[src/rtl/pe_pkg.sv]
// Shared PE definitions: default widths, psum FSM encodings and the
// round-and-saturate helper used by the partial-sum accumulator.
package pe_pkg;

    localparam int unsigned PE_DATAWIDTH  = 8;
    localparam int unsigned PE_OUTWIDTH   = 16;
    localparam int unsigned PE_FRAC_SHIFT = 4;

    // Widest accumulator the helper handles; callers sign-extend into it.
    localparam int unsigned RS_MAXW = 64;

    typedef enum logic [1:0] {
        PSUM_IDLE  = 2'b00,
        PSUM_ACC   = 2'b01,
        PSUM_ROUND = 2'b11,
        PSUM_HOLD  = 2'b10
    } psum_state_e;

    typedef struct packed {
        logic                      sat;
        logic signed [RS_MAXW-1:0] data;
    } round_sat_t;

    // Round half-up (toward +inf), drop frac_shift bits, clip to outwidth signed.
    function automatic round_sat_t round_sat(
        input logic signed [RS_MAXW-1:0] acc,
        input int unsigned               outwidth,
        input int unsigned               frac_shift
    );
        logic signed [RS_MAXW-1:0] one;
        logic signed [RS_MAXW-1:0] bias;
        logic signed [RS_MAXW-1:0] r;
        logic signed [RS_MAXW-1:0] hi;
        logic signed [RS_MAXW-1:0] lo;
        round_sat_t                res;
        one      = RS_MAXW'(1);
        bias     = one <<< (frac_shift - 1);
        r        = (acc + bias) >>> frac_shift;
        hi       = (one <<< (outwidth - 1)) - one;
        lo       = -(one <<< (outwidth - 1));
        res.sat  = 1'b0;
        res.data = r;
        if (r > hi) begin
            res.data = hi;
            res.sat  = 1'b1;
        end else if (r < lo) begin
            res.data = lo;
            res.sat  = 1'b1;
        end
        return res;
    endfunction

endpackage

[src/rtl/psum_accum_if.sv]
// Result stream from the psum accumulator toward the next PE / GLB.
interface psum_accum_if #(
    parameter int unsigned OUTWIDTH = pe_pkg::PE_OUTWIDTH
);
    logic                       out_valid;
    logic                       out_ready;
    logic signed [OUTWIDTH-1:0] out_data;
    logic                       sat;

    modport master (output out_valid, output out_data, output sat, input out_ready);
    modport slave  (input out_valid, input out_data, input sat, output out_ready);
endinterface

[src/rtl/psum_round_sat.sv]
// Combinational round-and-saturate of the accumulator down to the psum width.
module psum_round_sat
    import pe_pkg::*;
#(
    parameter int unsigned ACCWIDTH   = 24,
    parameter int unsigned OUTWIDTH   = PE_OUTWIDTH,
    parameter int unsigned FRAC_SHIFT = PE_FRAC_SHIFT
) (
    input  logic signed [ACCWIDTH-1:0] acc,
    output logic signed [OUTWIDTH-1:0] out_data_c,
    output logic                       sat_c
);

    round_sat_t rs;
    logic       unused_hi;

    always_comb begin
        rs         = round_sat(RS_MAXW'(acc), OUTWIDTH, FRAC_SHIFT);
        out_data_c = rs.data[OUTWIDTH-1:0];
        sat_c      = rs.sat;
        // Upper bits are only the sign extension of the clipped value.
        unused_hi  = ^rs.data[RS_MAXW-1:OUTWIDTH];
    end

endmodule

[src/rtl/psum_accum.sv]
// Partial-sum accumulator: sums cfg_len Booth products onto psum_in, then
// rounds, saturates and offers the result on a valid/ready stream.
module psum_accum
    import pe_pkg::*;
#(
    parameter int unsigned DATAWIDTH  = PE_DATAWIDTH,
    parameter int unsigned ACCWIDTH   = 24,
    parameter int unsigned OUTWIDTH   = PE_OUTWIDTH,
    parameter int unsigned FRAC_SHIFT = PE_FRAC_SHIFT,
    parameter int unsigned CNTWIDTH   = 8
) (
    input  logic                          clk,
    input  logic                          rst,
    input  logic                          start,
    input  logic [CNTWIDTH-1:0]           cfg_len,
    input  logic signed [OUTWIDTH-1:0]    psum_in,
    input  logic                          prod_valid,
    input  logic signed [2*DATAWIDTH-1:0] product,
    psum_accum_if.master                  out_if,
    output logic                          busy,
    output logic                          drop
);

    psum_state_e                state;
    logic signed [ACCWIDTH-1:0] acc;
    logic [CNTWIDTH-1:0]        remain;
    logic                       out_valid_q;
    logic signed [OUTWIDTH-1:0] out_data_q;
    logic                       sat_q;
    logic signed [OUTWIDTH-1:0] rs_data_c;
    logic                       rs_sat_c;

    psum_round_sat #(
        .ACCWIDTH   (ACCWIDTH),
        .OUTWIDTH   (OUTWIDTH),
        .FRAC_SHIFT (FRAC_SHIFT)
    ) u_round_sat (
        .acc        (acc),
        .out_data_c (rs_data_c),
        .sat_c      (rs_sat_c)
    );

    assign out_if.out_valid = out_valid_q;
    assign out_if.out_data  = out_data_q;
    assign out_if.sat       = sat_q;

    always_ff @(posedge clk) begin
        if (rst) begin
            state       <= PSUM_IDLE;
            acc         <= '0;
            remain      <= '0;
            out_valid_q <= 1'b0;
            out_data_q  <= '0;
            sat_q       <= 1'b0;
            busy        <= 1'b0;
            drop        <= 1'b0;
        end else begin
            // Products only count while accumulating; anything else is discarded.
            drop <= prod_valid && (state != PSUM_ACC);
            unique case (state)
                PSUM_IDLE: begin
                    if (start) begin
                        remain <= cfg_len;
                        acc    <= ACCWIDTH'(psum_in) <<< FRAC_SHIFT;
                        busy   <= 1'b1;
                        state  <= (cfg_len == '0) ? PSUM_ROUND : PSUM_ACC;
                    end
                end
                PSUM_ACC: begin
                    if (prod_valid) begin
                        acc    <= acc + ACCWIDTH'(product);
                        remain <= remain - CNTWIDTH'(1);
                        if (remain == CNTWIDTH'(1)) begin
                            state <= PSUM_ROUND;
                        end
                    end
                end
                PSUM_ROUND: begin
                    out_data_q  <= rs_data_c;
                    sat_q       <= rs_sat_c;
                    out_valid_q <= 1'b1;
                    state       <= PSUM_HOLD;
                end
                PSUM_HOLD: begin
                    if (out_ready_accepted()) begin
                        out_valid_q <= 1'b0;
                        sat_q       <= 1'b0;
                        busy        <= 1'b0;
                        state       <= PSUM_IDLE;
                    end
                end
                default: begin
                    state <= PSUM_IDLE;
                    busy  <= 1'b0;
                end
            endcase
        end
    end

    function automatic logic out_ready_accepted();
        return out_valid_q && out_if.out_ready;
    endfunction

endmodule
[src/flat_wrapper.sv]
// flat-port wrapper written by rule: the top's interface ports become plain ports
module psum_accum_flat import pe_pkg::*;
#(
    parameter int unsigned DATAWIDTH  = PE_DATAWIDTH,
    parameter int unsigned ACCWIDTH   = 24,
    parameter int unsigned OUTWIDTH   = PE_OUTWIDTH,
    parameter int unsigned FRAC_SHIFT = PE_FRAC_SHIFT,
    parameter int unsigned CNTWIDTH   = 8
)
  (clk, rst, start, cfg_len, psum_in, prod_valid, product, busy, drop, out_if_out_valid, out_if_out_data, out_if_sat, out_if_out_ready);
  psum_accum_if #(.OUTWIDTH(OUTWIDTH)) out_if_i ();
  input  logic clk;
  input  logic rst;
  input  logic start;
  input  logic [CNTWIDTH-1:0] cfg_len;
  input  logic signed [OUTWIDTH-1:0] psum_in;
  input  logic prod_valid;
  input  logic signed [2*DATAWIDTH-1:0] product;
  output logic busy;
  output logic drop;
  output wire logic [$bits(out_if_i.out_valid)-1:0] out_if_out_valid;
  output wire logic [$bits(out_if_i.out_data)-1:0] out_if_out_data;
  output wire logic [$bits(out_if_i.sat)-1:0] out_if_sat;
  input wire logic [$bits(out_if_i.out_ready)-1:0] out_if_out_ready;
  assign out_if_out_valid = out_if_i.out_valid;
  assign out_if_out_data = out_if_i.out_data;
  assign out_if_sat = out_if_i.sat;
  assign out_if_i.out_ready = out_if_out_ready;
  psum_accum #(.DATAWIDTH(DATAWIDTH), .ACCWIDTH(ACCWIDTH), .OUTWIDTH(OUTWIDTH), .FRAC_SHIFT(FRAC_SHIFT), .CNTWIDTH(CNTWIDTH)) u_core (.clk(clk), .rst(rst), .start(start), .cfg_len(cfg_len), .psum_in(psum_in), .prod_valid(prod_valid), .product(product), .out_if(out_if_i), .busy(busy), .drop(drop));
endmodule
[config.mk]
export PLATFORM = sky130hd
export DESIGN_NAME = psum_accum_flat
export DESIGN_NICKNAME = d
export VERILOG_FILES = /design/src/rtl/pe_pkg.sv /design/src/rtl/psum_accum_if.sv /design/src/rtl/psum_round_sat.sv /design/src/rtl/psum_accum.sv /design/src/flat_wrapper.sv
export SDC_FILE = /design/constraint.sdc
export NUM_CORES = 1
export LEC_CHECK = 0
export ABC_AREA = 1
export BUFFER_PORTS_ARGS = -buffer_cell sky130_fd_sc_hd__buf_2
export CORE_ASPECT_RATIO = 0.75
export CORE_MARGIN = 2
export CORE_UTILIZATION = 35
export DETAILED_ROUTE_END_ITERATION = 12
export HOLD_SLACK_MARGIN = 0.02
export SYNTH_ARGS = -nofsm -noshare
export SYNTH_HDL_FRONTEND = slang
export SYNTH_HIERARCHICAL = 1
export SYNTH_SLANG_ARGS = --single-unit
[constraint.sdc]
create_clock -name clk -period 2.15 [get_ports clk]
set_input_delay 0.215 -clock clk [delete_from_list [all_inputs] [get_ports clk]]
set_output_delay 0.215 -clock clk [all_outputs]
set_load 0.02 [all_outputs]
==> reports/results.tsv, run 1 <==
stage	metric	value	unit
status	status	complete, no violations	
timing	final worst path period share	94.4	%
logic_synthesis	Cells after Synth	761	
die	initial core utilization	35.7	%
layout	most common cell after layout, fill and taps aside	nand2_1	
logic_synthesis	Synth Register Bits	54	
layout	Area Overhead vs Synth	18.0	%
clock_network	H-tree depth	2	
timing	Peak Freq	493	MHz
timing	Slew headroom	46.1	%
placement	GPL Wtd Cong	0.914	
timing	Fin. Hold Viols	0	
setup_path	WP data required	2.34	ns
logic_synthesis	asr flop ratio synth	0	%
logic_synthesis	Seq/Total Area, Yosys	23.4	%
timing	clk_skew	0.00488	ns
layout	nets	909	
grt	global route total overflow	0	
logic_synthesis	ys flop type	dfxtp_1	
timing	Slew @ Worst Pin	0.808	ns
clock_network	CTS Buffer Depth	2	
die	num rows	36	
detailed_routing	via density per instance	5.02	
clock_network	CTS sink cnt	54	
logic_synthesis	synth warn	6	
layout	layout cells sized above 1	17.3	%
detailed_routing	initial DRC count	386	
timing	minimum clock period	2.03	ns
logic_synthesis	Avg Inst Size Synth	6.06	µm²
grt	largest net degree at the start of global routing	32	
layout	highest-count cells in the layout ignoring fill and taps	nand2_1, inv_1, nor2_1	
clock_network	clock root buffer	clkbuf_16	
detailed_routing	Pre-antenna DRT Iters	4	
grt	initial antenna violation count	0	
setup_path	worst-path fanout max	8	
grt	global-route wire length before repair	22.0	mm
clock_network	Clock transition at path regs	0.07	ns
timing	number of setup violations in the final report	0	
placement	Cells after DPL	996	
logic_synthesis	Post-Syn Area	4610	µm²
placement	Post-DP HPWL	10.8	mm
logic_synthesis	EDFF count, synth	0	
layout	non-filler instance count after layout	1009	
clock_network	Num CTS Buffers	5	
timing	setup TNS	0	ns
detailed_routing	DRC	0	
grt	vias in the first global route	4395	
detailed_routing	antenna-violating nets left	0	
layout	n_diodes	0	
layout	post-layout util	42.1	%
logic_synthesis	syn nets	833	
setup_path	CP arrival	2.22	ns
grt	global router's overall resource usage	19.9	%
detailed_routing	DR vias	5066	
die	core area	12900	µm²
setup_path	crit start category	flop	
clock_network	hold buffers post-CTS	0	
logic_synthesis	Distinct cells, synth	39	
detailed_routing	drt wl/cell	13.6	µm
clock_network	CTS tree	built	
die	die width	137	µm
min_path	Hold WC Path Type	input port to flop	
placement	# port buffers	64	
die	I/O pin cnt	65	
die	die height	103	µm
setup_path	kind of critical path	flop to flop	
power_and_ir_drop	Pleak	2.77	nW
power_and_ir_drop	power per cell area	652	nW/µm²
clock_network	Clock Latency Late Sink	0.30	ns
timing	Max Transition Viols Final	0	
die	die area	14100	µm²
power_and_ir_drop	Peak supply drop	0.340	mV
setup_path	Worst setup EP type	flop	
detailed_routing	post-detailed-routing wire length	13.7	mm
run	maxcap violations	0	
## final timing paths
| path | startpoint | endpoint | slack (ns) | cells past startpoint |
|---|---|---|---|---|
| max | u_core/acc[3] | u_core/out_if.out_data[11] | 0.12 | 14 |
| min | psum_in[2] | u_core/acc[6] | 0.19 | 3 |
| max reg2reg | u_core/acc[3] | u_core/out_if.out_data[11] | 0.12 | 14 |
| min reg2reg | u_core/busy | u_core/busy | 0.47 | 2 |
## critical path: stages (launching register included)
cell and delay (ns):
dfxtp_2 0.34, ha_2 0.18, nand2_1 0.09, nor2_4 0.15, nand2_4 0.10, nor2_4 0.12, nand2_1 0.07, nand2_1 0.07
nand2_1 0.09, nor3_2 0.16, nand2_2 0.13, nand2_4 0.14, nand2_1 0.06, o21ai_0 0.16, nor2_1 0.05
## state kept, by name (all words and copies together), names as in the netlist
register / cells
u_core/acc: 24
u_core/out_if.out_data: 16
u_core/remain: 8
u_core/state: 2
u_core/busy: 1
u_core/drop: 1
u_core/out_if.out_valid: 1
u_core/out_if.sat: 1
## metal layers
layer	up-vias	share of wire, %	GRT usage [%]
met5	-	0	0
met4	0	1.6	5.05
met3	17	6.9	2.63
met2	172	41	30.7
met1	2271	51	29.2
li1	2606	-	-
## per-stage QoR
stage / instance area, µm² / power, mW / worst slack [ns] / hold WS [ns]
2_1_floorplan: 4610 / 2.19 / 0.251 / 0.284
3_3_place_gp: 5180 / 2.57 / 0.0636 / 0.458
3_5_place_dp: 5180 / 2.57 / 0.0583 / 0.463
4_1_cts: 5340 / 3.51 / 0.0234 / 0.182
5_1_grt: 5440 / 3.80 / -0.0453 / 0.208
6_report: 5440 / 3.55 / 0.120 / 0.185
## report_power, final
group | leakage (nW) | switching [mW] | internal [mW] | total, mW
clock | 0.0781 | 0.380 | 0.552 | 0.932
combinational | 2.25 | 0.887 | 0.514 | 1.40
sequential | 0.446 | 0.116 | 1.10 | 1.21
## cells by family after synthesis
kind of cell / share of synthesized area, %
xor gates and xnor gates: 4.18
adders and majority gates: 7.49
DFF: 23.4
buffers and inverters: 10.4
and+or+nand+nor: 40.2
AOI/OAI and AO/OA: 14.3
## cell usage after synthesis (all sizes together) (5+ instances only)
library cell / n / area share [%]
a31oi: 9 / 1.2
nand2: 242 / 20
o211ai: 5 / 0.81
a21oi: 42 / 4.6
buf: 10 / 1.7
clkbuf: 10 / 0.81
nand3: 56 / 6.3
nand4: 10 / 1.4
nand3b: 6 / 0.98
xor2: 14 / 2.7
dfxtp: 54 / 23
xnor2: 8 / 1.5
nor3: 13 / 1.5
ha: 26 / 7.1
o21ai: 54 / 5.9
nor2: 85 / 8.4
inv: 95 / 7.7
## final cells by class
class                   count  area (µm²)
fillers                  1403        7490
multi-input cells         591        3100
flip-flops and latches     54        1090
repair buffers             88         508
inverters                  97         364
well taps                 171         214
clock buffers               7         133
clock inverters             1        30.0
## what timing repair did
action                     4_1_cts  5_1_grt
setup endpoints to repair        0       24
setup buffers                    0        4
gates resized for setup          0       32
Note: power is estimated with default switching activity, not from simulation.
==> run 2, diff against run 1 <==
--- a/config.mk
+++ b/config.mk
@@ -7,11 +7,14 @@
 export LEC_CHECK = 0
 export ABC_AREA = 1
 export BUFFER_PORTS_ARGS = -buffer_cell sky130_fd_sc_hd__buf_2
+export CELL_PAD_IN_SITES_DETAIL_PLACEMENT = 1
+export CELL_PAD_IN_SITES_GLOBAL_PLACEMENT = 2
 export CORE_ASPECT_RATIO = 0.75
 export CORE_MARGIN = 2
-export CORE_UTILIZATION = 35
+export CORE_UTILIZATION = 31
 export DETAILED_ROUTE_END_ITERATION = 12
 export HOLD_SLACK_MARGIN = 0.02
+export PLACE_DENSITY_LB_ADDON = 0.1
 export SYNTH_ARGS = -nofsm -noshare
 export SYNTH_HDL_FRONTEND = slang
 export SYNTH_HIERARCHICAL = 1
==> run 2 against run 1 <==
  * Worst hold slack gained 0.0023 ns
  * Total power grew 1.3%
  * Fmax shrank 0.11%
  * Clock skew grew 0.0028 ns
  * Count of clock-buffer cells in the layout shrank 2
  * Wire length grew 23%
==> reports/results.tsv, run 2 (synthesis results as in run 1) <==
stage	metric	value	unit	change
power_and_ir_drop	sequential share of power	34.0	%	-0.2 points
die	initial core utilization	31.8	%	-3.9 points
timing	Max Transition Viols Final	0		unchanged
clock_network	Clock transition at path regs	0.08	ns	about the same
power_and_ir_drop	cell internal pwr	2.09	mW	-3.4%
detailed_routing	DRC	0		unchanged
timing	Peak Freq	492	MHz	-0.11%
clock_network	clock root buffer	clkbuf_16		
setup_path	CP Launch Point	u_core/acc[3]		
clock_network	Clock Latency Late Sink	0.30	ns	about the same
layout	n_diodes	0		unchanged
power_and_ir_drop	combinational share of power	42.4	%	+2.9 points
layout	most common cell after layout, fill and taps aside	nand2_1		
power_and_ir_drop	switching share of power	41.8	%	+2.8 points
timing	RSZ-0062 raised after global routing	true		
timing	number of setup violations in the final report	0		unchanged
grt	global route total overflow	0		unchanged
layout	highest-count cells in the layout ignoring fill and taps	nand2_1, inv_1, nor2_1		
setup_path	reg-to-reg startpoint	u_core/acc[3]		
power_and_ir_drop	Pleak	2.81	nW	+1.4%
timing	minimum clock period	2.03	ns	+0.00224 ns
layout	Top reg by flops	u_core/acc		
die	num rows	38		+5.6%
layout	nets	920		+1.2%
clock_network	CTS tree	built		
die	I/O pin cnt	65		unchanged
power_and_ir_drop	total power	3.59	mW	+1.3%
detailed_routing	post-detailed-routing wire length	16.9	mm	+23%
timing	Slew @ Worst Pin	0.541	ns	-0.267 ns
grt	global-route wire length before repair	26.5	mm	+20%
status	status	complete, no violations		
setup_path	WP data required	2.35	ns	about the same
grt	global router's overall resource usage	21.7	%	+1.8 points
clock_network	CTS Buffer Depth	2		unchanged
die	die height	110	µm	+6.0%
grt	largest net degree at the start of global routing	35		+9.4%
grt	vias in the first global route	5008		+14%
power_and_ir_drop	power per cell area	642	nW/µm²	-1.5%
timing	setup TNS	0	ns	unchanged
detailed_routing	Pre-antenna DRT Iters	5		+1
detailed_routing	drt wl/cell	16.1	µm	+18%
layout	post-route cell area	5600	µm²	+2.9%
clock_network	CTS sink cnt	54		unchanged
placement	placed inst area	5310	µm²	+2.5%
setup_path	worst-path fanout max	16		+8
min_path	Hold WC Path Type	input port to flop		
power_and_ir_drop	Clk pwr share	23.7	%	-2.6 points
setup_path	kind of critical path	flop to flop		
detailed_routing	initial DRC count	201		-48%
setup_path	crit start category	flop		
layout	Area Overhead vs Synth	21.4	%	
timing	clk_skew	0.00771	ns	+0.00283 ns
die	core area	14500	µm²	+12%
detailed_routing	via density per instance	4.88		-2.7%
clock_network	hold buffers post-CTS	0		unchanged
placement	GPL Wtd Cong	0.937		+2.5%
min_path	hold path depth	3		unchanged
layout	layout cells sized above 1	20.6	%	+3.3 points
layout	post-layout util	38.6	%	-3.5 points
power_and_ir_drop	Peak supply drop	0.329	mV	-3.5%
power_and_ir_drop	Net Sw Power	1.50	mW	+8.5%
placement	# port buffers	64		unchanged
setup_path	R2R cell count	15		+1
setup_path	CP arrival	2.23	ns	about the same
clock_network	H-tree depth	2		unchanged
setup_path	Worst setup EP type	flop		
detailed_routing	DR vias	5122		+1.1%
detailed_routing	antenna-violating nets left	0		unchanged
timing	Fin. Hold Viols	0		unchanged
timing	WHS	0.187	ns	+0.00233 ns
run	maxcap violations	0		unchanged
clock_network	Num CTS Buffers	5		unchanged
die	die width	145	µm	+6.1%
grt	initial antenna violation count	0		unchanged
min_path	Hold Path Origin	psum_in[6]		
timing	final worst path period share	94.5	%	+0.10 points
placement	Post-DP HPWL	13.6	mm	+26%
die	die area	15900	µm²	+12%
layout	number of flip-flops in the largest register	24		unchanged
timing	Slew headroom	63.9	%	+18 points
run 2: timing repair:
| action | CTS | global route |
|---|---|---|
| endpoints found under the setup margin | 16 | 26 |
| buffers inserted | 1 | 3 |
| resized for setup | 8 | 40 |
| pin swaps | 2 | 8 |
| gates cloned | 0 | 1 |
run 2: metal layers:
layer  vias to the layer above  wire [µm]  global-route usage (%)
met5                         -          0                       0
met4                         0        114                    2.91
met3                         8        554                    2.35
met2                        84       7340                    34.3
met1                      2409       8850                    32.5
li1                       2621          -                       -
run 2: final cells by class:
cell class / instances / area [µm²]
Fill cell: 1972 / 8900
Multi-Input combinational cell: 591 / 3140
Sequential cell: 54 / 1100
Timing Repair Buffer: 99 / 596
Inverter: 97 / 364
Tap cell: 200 / 250
Clock buffer: 5 / 125
Clock inverter: 3 / 21.3
run 2: per-stage QoR:
step                      worst slack (ns)  std cells
after detailed placement           -0.0683       1036
after global routing               -0.0549       1049
after global placement             -0.0198       1036
after floorplan                      0.251        761
after CTS                          0.00208       1045
final                                0.118       1049
run 2: power groups by stage:
stage	Combinational (mW)	Clock, mW	Sequential, mW
final	1.52	0.851	1.22
after global routing	1.72	0.927	1.24
after CTS	1.48	0.885	1.21
after detailed placement	1.47	0	1.23
after global placement	1.44	0	1.23
after floorplan	0.982	0	1.21
run 2: critical path, cell delays in order, from the launching register on:
cell,delay [ns]
dfxtp_2,0.34
ha_2,0.19
nand2_2,0.07
nor2_4,0.13
nand2_4,0.11
nor2_4,0.18
nand2_1,0.07
nand2_1,0.07
nand2_2,0.07
nand2_2,0.08
o21bai_4,0.08
buf_12,0.15
nand2_1,0.09
nand2_1,0.07
o21ai_2,0.15
nor2_1,0.05
run 2: path summary, 6_finish.rpt:
path                                             endpoint  slack (ns)
worst min-delay path                       u_core/acc[10]        0.19
worst max register to register  u_core/out_if.out_data[5]        0.12
worst max-delay path            u_core/out_if.out_data[5]        0.12
worst min register to register          u_core/out_if.sat        0.47
==> run 3, diff against run 2 <==
--- a/config.mk
+++ b/config.mk
@@ -11,7 +11,8 @@
 export CELL_PAD_IN_SITES_GLOBAL_PLACEMENT = 2
 export CORE_ASPECT_RATIO = 0.75
 export CORE_MARGIN = 2
-export CORE_UTILIZATION = 31
+export CORE_UTILIZATION = 32
+export CTS_BUF_LIST = sky130_fd_sc_hd__clkbuf_2
 export DETAILED_ROUTE_END_ITERATION = 12
 export HOLD_SLACK_MARGIN = 0.02
 export PLACE_DENSITY_LB_ADDON = 0.1
==> run 3 against run 2 <==
  * Wire length rose by 2.9%
  * Via count rose by 1.9%
  * Worst hold slack got worse by 0.15 ns
  * Register-to-register slack worse by 0.08 ns
  * Critical path type unchanged
  * Worst setup slack worse by 0.079 ns
  * Clock skew grew 0.017 ns
  * Fmax is 3.7% lower
  * Sequential share of layout area down 0.44 points
  * Clock power shrank 34%
  * Critical endpoint is now u_core/out_if.out_data[9]
  * Highest routed layer unchanged
==> reports/results.tsv, run 3 (synthesis results as in run 1) <==
stage	metric	value	unit	change
die	die height	108	µm	-1.5%
grt	global-route wire length before repair	27.2	mm	+2.8%
layout	highest-count cells in the layout ignoring fill and taps	nand2_1, inv_1, nor2_1		
power_and_ir_drop	power per cell area	586	nW/µm²	-8.7%
setup_path	kind of critical path	flop to flop		
timing	WHS	0.0386	ns	-0.149 ns
timing	RSZ-0062 raised after global routing	true		
timing	Max Transition Viols Final	0		unchanged
clock_network	Clock Latency Late Sink	0.49	ns	+0.19 ns
setup_path	reg-to-reg endpoint	u_core/out_if.out_data[9]		
timing	number of setup violations in the final report	0		unchanged
layout	Area Overhead vs Synth	26.4	%	
layout	Top reg by flops	u_core/acc		
timing	clk_skew	0.0244	ns	+0.0166 ns
clock_network	CTS Buffer Depth	2		unchanged
setup_path	CP bufs+invs	2		+1
min_path	Hold WC Path Type	input port to flop		
timing	Fin. Hold Viols	0		unchanged
timing	minimum clock period	2.11	ns	+0.0786 ns
timing	final worst path period share	98.2	%	+3.7 points
min_path	hold path depth	5		+2
setup_path	Worst path slowest cell	dfxtp_2		
setup_path	CP arrival	2.56	ns	+0.33 ns
power_and_ir_drop	Peak supply drop	0.304	mV	-7.5%
grt	global route total overflow	0		unchanged
grt	global router's overall resource usage	22.6	%	+0.94 points
clock_network	Num CTS Buffers	5		unchanged
min_path	WHS Endpoint	u_core/acc[13]		
die	core area	13900	µm²	-4.2%
setup_path	CP cell instances	buf_6 > nand2_1 > nor2_4 > nand2_2 > nor2_4 > nand3_2 > nand2_2 > nand3_2 > o21bai_4 > clkbuf_16 > nand2_2 > nand2_2 > o21ai_1 > nor2_1		
timing	Slew @ Worst Pin	0.493	ns	-0.0482 ns
die	die width	143	µm	-1.5%
layout	n_diodes	0		unchanged
detailed_routing	Pre-antenna DRT Iters	5		unchanged
grt	vias in the first global route	5232		+4.5%
setup_path	reg-to-reg startpoint	u_core/acc[4]		
detailed_routing	post-detailed-routing wire length	17.3	mm	+2.9%
placement	# port buffers	64		unchanged
clock_network	clock root buffer	clkbuf_2		
detailed_routing	antenna-violating nets left	0		unchanged
grt	initial antenna violation count	0		unchanged
die	num rows	37		-2.6%
setup_path	most used cell, CP	nand2_2		
die	die area	15400	µm²	-3.0%
detailed_routing	initial DRC count	205		+2.0%
setup_path	Worst setup EP type	flop		
placement	Post-DP HPWL	13.6	mm	about the same
detailed_routing	DR vias	5219		+1.9%
placement	GPL Wtd Cong	0.955		+1.9%
clock_network	H-tree depth	2		unchanged
power_and_ir_drop	total power	3.42	mW	-4.9%
layout	most common cell after layout, fill and taps aside	nand2_1		
status	status	complete, no violations		
timing	Peak Freq	474	MHz	-3.7%
detailed_routing	via density per instance	5.01		+2.6%
clock_network	CTS tree	built		
die	I/O pin cnt	65		unchanged
clock_network	Clock transition at path regs	0.32	ns	+0.24 ns
setup_path	r2r setup slk	0.04	ns	-0.08 ns
min_path	Hold Path Origin	psum_in[9]		
setup_path	crit start category	flop		
layout	Filler cells	1880		-4.7%
setup_path	CP peak stage delay	0.43	ns	+0.09 ns
setup_path	R2R cell count	14		-1
setup_path	WP data required	2.60	ns	+0.25 ns
clock_network	CTS sink cnt	54		unchanged
power_and_ir_drop	Pleak	2.92	nW	+3.8%
detailed_routing	drt wl/cell	16.6	µm	+3.6%
timing	Slew headroom	66.8	%	+2.9 points
die	initial core utilization	33.2	%	+1.4 points
setup_path	CP delay by family, top	simple AND/OR/NAND/NOR gates		
layout	nets	939		+2.1%
layout	number of flip-flops in the largest register	24		unchanged
detailed_routing	DRC	0		unchanged
run	maxcap violations	0		unchanged
grt	largest net degree at the start of global routing	32		-8.6%
setup_path	worst-path fanout max	6		-10
layout	layout cells sized above 1	23.5	%	+2.9 points
## run 3: final cells by class
cell class	instances	area, µm²	share of cell area [%]
clock buffers	5	25.0	0.429
flip-flops and latches	54	1120	19.2
well taps	175	219	3.76
repair buffers	118	798	13.7
inverters	97	364	6.25
multi-input cells	591	3270	56.1
clock inverters	2	33.8	0.580
## run 3: layer usage
| layer | wire length, µm | vias up | GRT usage [%] |
|---|---|---|---|
| li1 | - | 2660 | - |
| met1 | 9100 | 2468 | 33.0 |
| met2 | 7600 | 78 | 36.0 |
| met3 | 433 | 13 | 2.70 |
| met4 | 212 | 0 | 4.38 |
| met5 | 0 | - | 0 |
## run 3: worst max path at each step
stage,start,endpoint,slack (ns),cells past startpoint
finish,u_core/acc[4],u_core/out_if.out_data[9],0.04,14
global route,u_core/acc[4],u_core/out_if.out_data[8],-0.12,14
CTS,u_core/acc[3],u_core/out_if.sat,0.004,13
detailed placement,u_core/acc[16],u_core/out_if.out_data[2],-0.07,12
global placement,u_core/acc[16],u_core/out_if.out_data[2],-0.02,12
floorplan,u_core/acc[3],u_core/out_if.sat,0.25,13
## run 3: where the power goes
group          internal (mW)  leakage (nW)  total, mW  switching, mW
Clock                  0.186        0.0365      0.558          0.371
Combinational          0.612          2.43       1.62           1.01
Sequential              1.11         0.451       1.23          0.126
Total                   1.91          2.92       3.42           1.51
## run 3: timing repair
item | CTS | global route
pin swaps | 4 | 27
setup buffers | 5 | 7
setup endpoints to repair | 18 | 28
hold endpoints to repair | 15 | 0
resized for setup | 9 | 79
gates cloned | 0 | 2
hold buffers | 14 | 0
## run 3: tightest hold or removal path, delay by kind of cell
kind                   cells  cell delay (ns)
AND/OR/NAND/NOR            3             0.19
buffers and inverters      2             0.13
## run 3: stage by stage
step,util [%],setup WS [ns],std cells,cell area [µm²],setup TNS [ns]
final,42.0,0.0389,1042,5830,0
after global routing,42.0,-0.117,1042,5830,-1.50
after CTS,39.6,0.00422,1033,5500,0
after detailed placement,37.7,-0.0707,1007,5240,-0.211
after global placement,37.7,-0.0204,1007,5240,-0.0204
after floorplan,-,0.251,761,4610,0
